**src/rtl/pci_bus_arbiter.sv**
```systemverilog
// Central PCI bus arbiter: round-robin REQ_/GNT_ arbitration with hidden
// arbitration, bus parking and a grant-to-FRAME_ timeout.
module pci_bus_arbiter #(
    parameter int unsigned NUM_MASTERS = 4,
    parameter int unsigned PARK_MASTER = 0,
    parameter int unsigned GNT_TIMEOUT = 16
) (
    input  logic                           clk,
    input  logic                           reset_,
    input  logic [NUM_MASTERS-1:0]         REQ_,
    input  logic                           FRAME_,
    input  logic                           IRDY_,
    output logic [NUM_MASTERS-1:0]         GNT_,
    output logic [$clog2(NUM_MASTERS)-1:0] owner,
    output logic                           owner_vld,
    output logic                           bus_idle,
    output logic                           timeout_err
);

    localparam int unsigned OW = $clog2(NUM_MASTERS);
    localparam int unsigned CW = $clog2(GNT_TIMEOUT + 1);
    localparam logic [OW-1:0] PARK_IDX  = OW'(PARK_MASTER);
    localparam logic [OW-1:0] LAST_INIT = OW'(NUM_MASTERS - 1);
    localparam logic [CW-1:0] CNT_LAST  = CW'(GNT_TIMEOUT - 1);
    localparam logic [NUM_MASTERS-1:0] ONE      = NUM_MASTERS'(1);
    localparam logic [NUM_MASTERS-1:0] PARK_GNT = ~(ONE << PARK_MASTER);

    typedef enum logic [2:0] {IDLE, PARK, GRANT, BUSY, GAP} state_t;

    state_t                 state_q;
    logic [NUM_MASTERS-1:0] gnt_q;
    logic [OW-1:0]          owner_q;
    logic [OW-1:0]          last_q;
    logic                   vld_q;
    logic                   idle_q;
    logic                   terr_q;
    logic [CW-1:0]          cnt_q;

    logic                   start;
    logic                   any_req;
    logic                   other_req;
    logic                   own_rel;
    logic [OW-1:0]          winner;
    logic [NUM_MASTERS-1:0] own_mask;
    logic [NUM_MASTERS-1:0] win_gnt;

    // Rotating priority: first requester after the previous owner wins.
    always_comb begin
        logic          found;
        logic [OW-1:0] idx;
        winner = last_q;
        found  = 1'b0;
        idx    = '0;
        for (int unsigned i = 1; i <= NUM_MASTERS; i++) begin
            idx = OW'((32'(last_q) + i) % NUM_MASTERS);
            if (!found && !REQ_[idx]) begin
                winner = idx;
                found  = 1'b1;
            end
        end
    end

    always_comb begin
        own_mask  = ONE << owner_q;
        win_gnt   = ~(ONE << winner);
        any_req   = ~&REQ_;
        other_req = |(~REQ_ & ~own_mask);
        own_rel   = REQ_[owner_q];
        start     = ~FRAME_ & idle_q;
    end

    always_ff @(posedge clk) begin
        if (!reset_) begin
            state_q <= IDLE;
            gnt_q   <= '1;
            owner_q <= '0;
            last_q  <= LAST_INIT;
            vld_q   <= 1'b0;
            idle_q  <= 1'b1;
            terr_q  <= 1'b0;
            cnt_q   <= '0;
        end else begin
            idle_q <= FRAME_ & IRDY_;
            terr_q <= 1'b0;
            unique case (state_q)
                IDLE, GAP: begin
                    vld_q <= 1'b1;
                    if (any_req) begin
                        state_q <= GRANT;
                        gnt_q   <= win_gnt;
                        owner_q <= winner;
                        cnt_q   <= '0;
                    end else begin
                        state_q <= PARK;
                        gnt_q   <= PARK_GNT;
                        owner_q <= PARK_IDX;
                    end
                end
                PARK: begin
                    if (start) begin
                        state_q <= BUSY;
                    end else if (any_req) begin
                        // The parked master keeps its grant when it wins outright.
                        if (winner == PARK_IDX) begin
                            state_q <= GRANT;
                            cnt_q   <= '0;
                        end else begin
                            state_q <= GAP;
                            gnt_q   <= '1;
                            vld_q   <= 1'b0;
                        end
                    end
                end
                GRANT: begin
                    if (start) begin
                        state_q <= BUSY;
                    end else if (own_rel || (idle_q && cnt_q == CNT_LAST)) begin
                        state_q <= GAP;
                        gnt_q   <= '1;
                        vld_q   <= 1'b0;
                        last_q  <= owner_q;
                        terr_q  <= ~own_rel;
                    end else if (idle_q) begin
                        cnt_q <= cnt_q + CW'(1);
                    end
                end
                BUSY: begin
                    if (other_req || (idle_q && own_rel)) begin
                        state_q <= other_req ? GAP : IDLE;
                        gnt_q   <= '1;
                        vld_q   <= 1'b0;
                        last_q  <= owner_q;
                    end
                end
                default: begin
                    state_q <= IDLE;
                    gnt_q   <= '1;
                    vld_q   <= 1'b0;
                end
            endcase
        end
    end

    assign GNT_        = gnt_q;
    assign owner       = owner_q;
    assign owner_vld   = vld_q;
    assign bus_idle    = idle_q;
    assign timeout_err = terr_q;

endmodule

```
**config.mk**
```make
export PLATFORM = sky130hd
export DESIGN_NAME = pci_bus_arbiter
export DESIGN_NICKNAME = d
export VERILOG_FILES = /design/src/rtl/pci_bus_arbiter.sv
export SDC_FILE = /design/constraint.sdc
export NUM_CORES = 1
export LEC_CHECK = 0
export ABC_AREA = 0
export CORE_ASPECT_RATIO = 0.75
export CORE_MARGIN = 2
export CORE_UTILIZATION = 35
export CTS_CLUSTER_DIAMETER = 120
export DETAILED_ROUTE_END_ITERATION = 12
export PLACE_DENSITY = 0.61
export SLEW_MARGIN = 20
export SYNTH_ARGS = -nofsm -noshare
export SYNTH_HDL_FRONTEND = slang
export SYNTH_SLANG_ARGS = --single-unit
```
**constraint.sdc**
```tcl
create_clock -name clk -period 2.4 [get_ports clk]
set_input_delay 0.24 -clock clk [delete_from_list [all_inputs] [get_ports clk]]
set_output_delay 0.24 -clock clk [all_outputs]
set_load 0.01 [all_outputs]
```
# Word-level counts from Yosys, hierarchy flattened
# Cells that the tools add are included.
# W data, S select, Z words.
[word_totals]
register_bits = 19
in_bits = 8
out_inout_bits = 9
word_cells = 126
[classes]
addsub = 5
order_cmp = 5
eq_ne = 17
shift = 2
n_mux = 54
bitwise = 11
n_reduce_logical = 24
[op_table]
columns = ["op", "count"]
rows = [
  ["$mux W5", 7],
  ["$mux W4", 7],
  ["$mux W3", 7],
  ["$ne A2 B2 Y1 const B", 10],
  ["$mux W2", 9],
  ["$pmux W4 S4", 1],
  ["$lt A2 B3 Y1 const B", 5],
  ["$pmux W5 S3", 1],
  ["$mux W1", 14],
  ["$not A4 Y4", 3],
  ["$pmux W3 S4", 1],
  ["$bmux W1 S2", 5],
  ["$reduce_and A4 Y1", 2],
  ["$reduce_and A8 Y1", 1],
  ["$reduce_or A4 Y1", 2],
  ["$shl A1 B2 Y4 const A", 2],
  ["$eq A3 B2 Y1 const B", 2],
  ["$ne A3 B3 Y1 const B", 2],
  ["$reduce_and A6 Y1", 1],
  ["$add A5 B1 Y5 const B", 1],
  ["$eq A5 B4 Y1 const B", 1],
  ["$logic_and A1 B1 Y1", 5],
  ["$logic_not A1 Y1", 5],
  ["$not A1 Y1", 5],
  ["other kinds (15)", 19],
]

# Logic depth before layout (Yosys ltp)
# Gate-level depths: netlist of run 1.
[depth]
ltp_word = 17
ltp_mapped = 8
mapped_depth_nobuf = 8

# Least setup slack after synthesis of run 1
# Ideal clock, no wire load.
[synth_path]
kind = "register to register"
from = "reg owner_q[1] (netlist: owner[1])"
to = "reg cnt_q[3]"
t_arrival_ps = 1840
required_time_ps = 2331
path_slack_ps = 491
path_stages_with_launch = 6
path_buffers = 0
period_less_slack_ps = 1909
cell_sequence = "dfxtp_1 mux4_2 a21oi_4 nand4_1 or4_1 o21ai_1"
[synth_between]
elab_chain_len = 5
[synth_lines]
columns = ["element", "line", "text"]
rows = [
  ["start, declared", "32", "logic [OW-1:0] owner_q;"],
  ["start signal, assigned", "91", "owner_q <= winner;"],
  ["$bmux W1 S2", "68", "own_rel = REQ_[owner_q];"],
  ["$mux W1 (implied by the code)", "68", ""],
  ["$logic_or A1 B1 Y1", "117", "end else if (own_rel || (idle_q && cnt_q == CNT_LAST)) begin"],
  ["$ne A2 B2 Y1 (no source line)", "n/a", ""],
  ["$reduce_and A8 Y1 (no source line)", "n/a", ""],
  ["end signal, assigned", "124", "cnt_q <= cnt_q + CW'(1);"],
  ["end, declared", "37", "logic [CW-1:0] cnt_q;"],
]
# Every way passes these cells. The select of a mux whose other input is x is not followed.
# A chain may end at the register's enable or synchronous reset.

# Worst setup path after layout of run 1
[layout_path]
from = "in REQ_[3]"
to = "reg cnt_q[3]"
[layout_between]
elab_chain_len = 14
elab_cells_between_ends = 33
[layout_lines]
columns = ["element", "line", "text"]
rows = [
  ["start, declared", "10", "input logic [NUM_MASTERS-1:0] REQ_,"],
  ["$bmux W1 S2", "56", "if (!found && !REQ_[idx]) begin"],
  ["$mux W1 (implied by the code)", "56", ""],
  ["$logic_not A1 Y1", "56", ""],
  ["$logic_and A1 B1 Y1", "56", ""],
  ["$mux W1", "56", ""],
  ["$logic_not A1 Y1", "56", ""],
  ["$logic_and A1 B1 Y1", "56", ""],
  ["$mux W1", "56", ""],
  ["$logic_not A1 Y1", "56", ""],
  ["$logic_and A1 B1 Y1", "56", ""],
  ["$mux W2", "56", ""],
  ["$logic_not A2 Y1", "104", "if (winner == PARK_IDX) begin"],
  ["$ne A2 B2 Y1 (no source line)", "n/a", ""],
  ["$reduce_and A8 Y1 (no source line) *", "n/a", ""],
]
# Mark *: on every way between the ends. The rest lies on a longest branch, timed or not. The select of a mux whose other input is x is not followed.

==> results.ini, run 1 <==
[clocking]
postCtsSetupRepairBufs=0
cts_buffers=3
postCtsResizedCells=0
root_buffer=clkbuf_8
htreeDepth=1
cts_tree=yes
hold_buffers=0
clk_latency_ns=0.26
cts_buffer_depth=2
path_clk_slew_ns=0.07
cts.sinks=19

[yosys]
synth_edf_count=0
ys_warn_count=0
synth_top_family_by_area=compound AO/OA/AOI/OAI gates
ys_types=54
syn_inst=160
synth_seq_area_share=0.296
synthXorXnorAreaFrac=0.00682
synthMuxAreaShare=0.0419
synthAdderAreaFrac=0.0195
synth_area_um2=1280
synth_compound_area_frac=0.301
syn_nets=170
yosys.area_share.simple=0.269
async_flop_share=0
ys_ff_latch=19
avgSynthCellArea_um2=8.02
synth_flop_cell=dfxtp_1

[floorplan]
rows=19
ioPinCount=17
die_h_um=56.5
die_x_um=73.9
start_util=0.358
dieArea_um2=4170
coreArea_um2=3590

[power_and_ir_drop]
powerDensity_nw_per_um2=809
p_total_mw=1.27
p_leak_nw=0.600
ir_drop_mv=0.422

[critical_path]
crit_required_ns=2.60
crit_path_end_kind=register
arrival_ns=2.25
crit_path_max_fanout=7
worst_setup_path_start_kind=input port
crit_type=input port to register

[routing]
first_iter_violations=140
num_vias=1310
drc=0
ant_nets=0
viasPerCell=5.62
dr.pass1.iters=4
wl_um=3330
wire_per_inst_um=14.3

[timing]
post-route-period-util=0.853
rsz0062_at_grt=false
fin_crit_ns=2.05
finalHoldViolations=0
fmax_mhz=489
fin_tns_setup_ns=0
finalSetupViolCount=0
slew_viol_final=0
tightest_slew_ns=0.469
relSlewSlack=0.686
finClkSkew_ns=0.00635

[worst_hold_path]
worstHoldPathType=register to register

[final_layout]
area_delta_synth_final_pct=22.7
num_antenna_cells=0
final_nets=192
drive_gt1_frac=0.138
stdcell_count=233

[grt]
grt_start_max_net_pins=16
grt_use_total=0.180
grt_antenna_before_repair=0
grt_pass1_vias=1228
grt_pass1_wl_um=5820
grt_remaining_overflow=0

[placed_design]
gp_congestion=0.913
portBuffers=16
dpl.hpwl_um=2550
placed_cells=229

[run]
maxCapViolations=0

[status]
status=finished, final reports clean

-- cell usage in the layout, fill, tap and decap left out, types with 4 or more instances in the layout --
master and instances:
dfxtp_1 19, clkdlybuf4s50_1 16, buf_4 10, o21ai_0 6, a31oi_1 4, nand2_1 15
and3_1 4, a21oi_1 6, nor2_1 15, nand2b_1 5, nor3_1 5, inv_1 8
a211oi_1 5
-- final timing paths --
kind         startpoint        end  slack, ns  cells after the start
max             REQ_[3]   cnt_q[3]       0.35                      6
max reg2reg    cnt_q[0]  owner_vld       0.38                      7
min            cnt_q[3]   cnt_q[3]       0.47                      2
min reg2reg    cnt_q[3]   cnt_q[3]       0.47                      2
-- critical path, stage by stage --
cell,delay (ns)
clkdlybuf4s50_1,0.52
mux4_2,0.61
a21oi_4,0.18
nand4_1,0.14
or4_1,0.48
o21ai_1,0.08
-- Yosys cell counts (2+ instances only) --
cell type / number / share of area
a211o_2: 2 / 0.016
nand2_1: 15 / 0.044
nand4_1: 3 / 0.015
nor3b_1: 2 / 0.012
a2111oi_0: 2 / 0.014
nor2b_1: 3 / 0.015
a31oi_1: 4 / 0.019
nand3b_1: 2 / 0.012
a211oi_1: 5 / 0.029
a32oi_1: 2 / 0.014
mux2i_1: 2 / 0.016
nand2b_1: 5 / 0.024
o211ai_1: 3 / 0.018
o22ai_1: 3 / 0.015
buf_6: 2 / 0.018
nor3_1: 5 / 0.019
clkbuf_1: 5 / 0.015
dfxtp_1: 19 / 0.30
and3_1: 4 / 0.019
a211o_1: 2 / 0.014
nor2_1: 15 / 0.044
ha_1: 2 / 0.019
a21oi_1: 6 / 0.023
a22oi_1: 2 / 0.012
a31o_2: 2 / 0.014
o32ai_1: 2 / 0.014
inv_1: 8 / 0.023
nand3_1: 2 / 0.0078
o21ai_0: 6 / 0.023
-- cells by family after synthesis --
family | Yosys count
fa+ha+maj | 2
simple gates | 65
buf+inv | 17
flops | 19
compound gates | 52
mux | 4
xor+xnor | 1
-- state kept, by name, summed over array words and instances, names as in the netlist --
signal,count
cnt_q,5
GNT_,4
last_q,2
owner,2
state_q,3
bus_idle,1
owner_vld,1
timeout_err,1
-- per-stage QoR --
| step | hold WS [ns] | utilization | worst slack, ns | instance area (um^2) |
|---|---|---|---|---|
| 2_1_floorplan | 0.347 | - | 0.491 | 1280 |
| 3_3_place_gp | 0.453 | 0.426 | 0.161 | 1530 |
| 3_5_place_dp | 0.462 | 0.426 | 0.100 | 1530 |
| 4_1_cts | 0.476 | 0.439 | 0.370 | 1580 |
| 5_1_grt | 0.489 | 0.439 | 0.159 | 1580 |
| 6_report | 0.474 | 0.439 | 0.353 | 1580 |
-- final cells by class --
class,instances,area [um^2]
fillers,361,2010
multi-input cells,124,820
clock buffers,4,45.0
well taps,52,65.1
repair buffers,26,235
flip-flops and latches,19,380
inverters,8,30.0
-- report_power, final --
| group | switching (mW) | internal, mW | leakage, nW | total, mW |
|---|---|---|---|---|
| clock network | 0.107 | 0.118 | 0.0228 | 0.226 |
| logic | 0.312 | 0.273 | 0.421 | 0.585 |
| registers | 0.0893 | 0.375 | 0.156 | 0.464 |
-- per-layer routing --
layer | up-vias | routed length [um] | part of all wire | GRT usage
met1 | 610 | 1600 | 0.48 | 0.264
met3 | 5 | 253 | 0.076 | 0.0449
li1 | 648 | - | - | -
met4 | 0 | 57 | 0.017 | 0.0779
met2 | 47 | 1430 | 0.43 | 0.245
met5 | - | 0 | 0 | 0
Power figures use the tool's default switching activity.
==> run 2, diff against run 1 <==
CTS_CLUSTER_SIZE = 25   (was default)
==> results of run 2 <==
No change in the layout: final DEF, timing and power equal those of run 1.
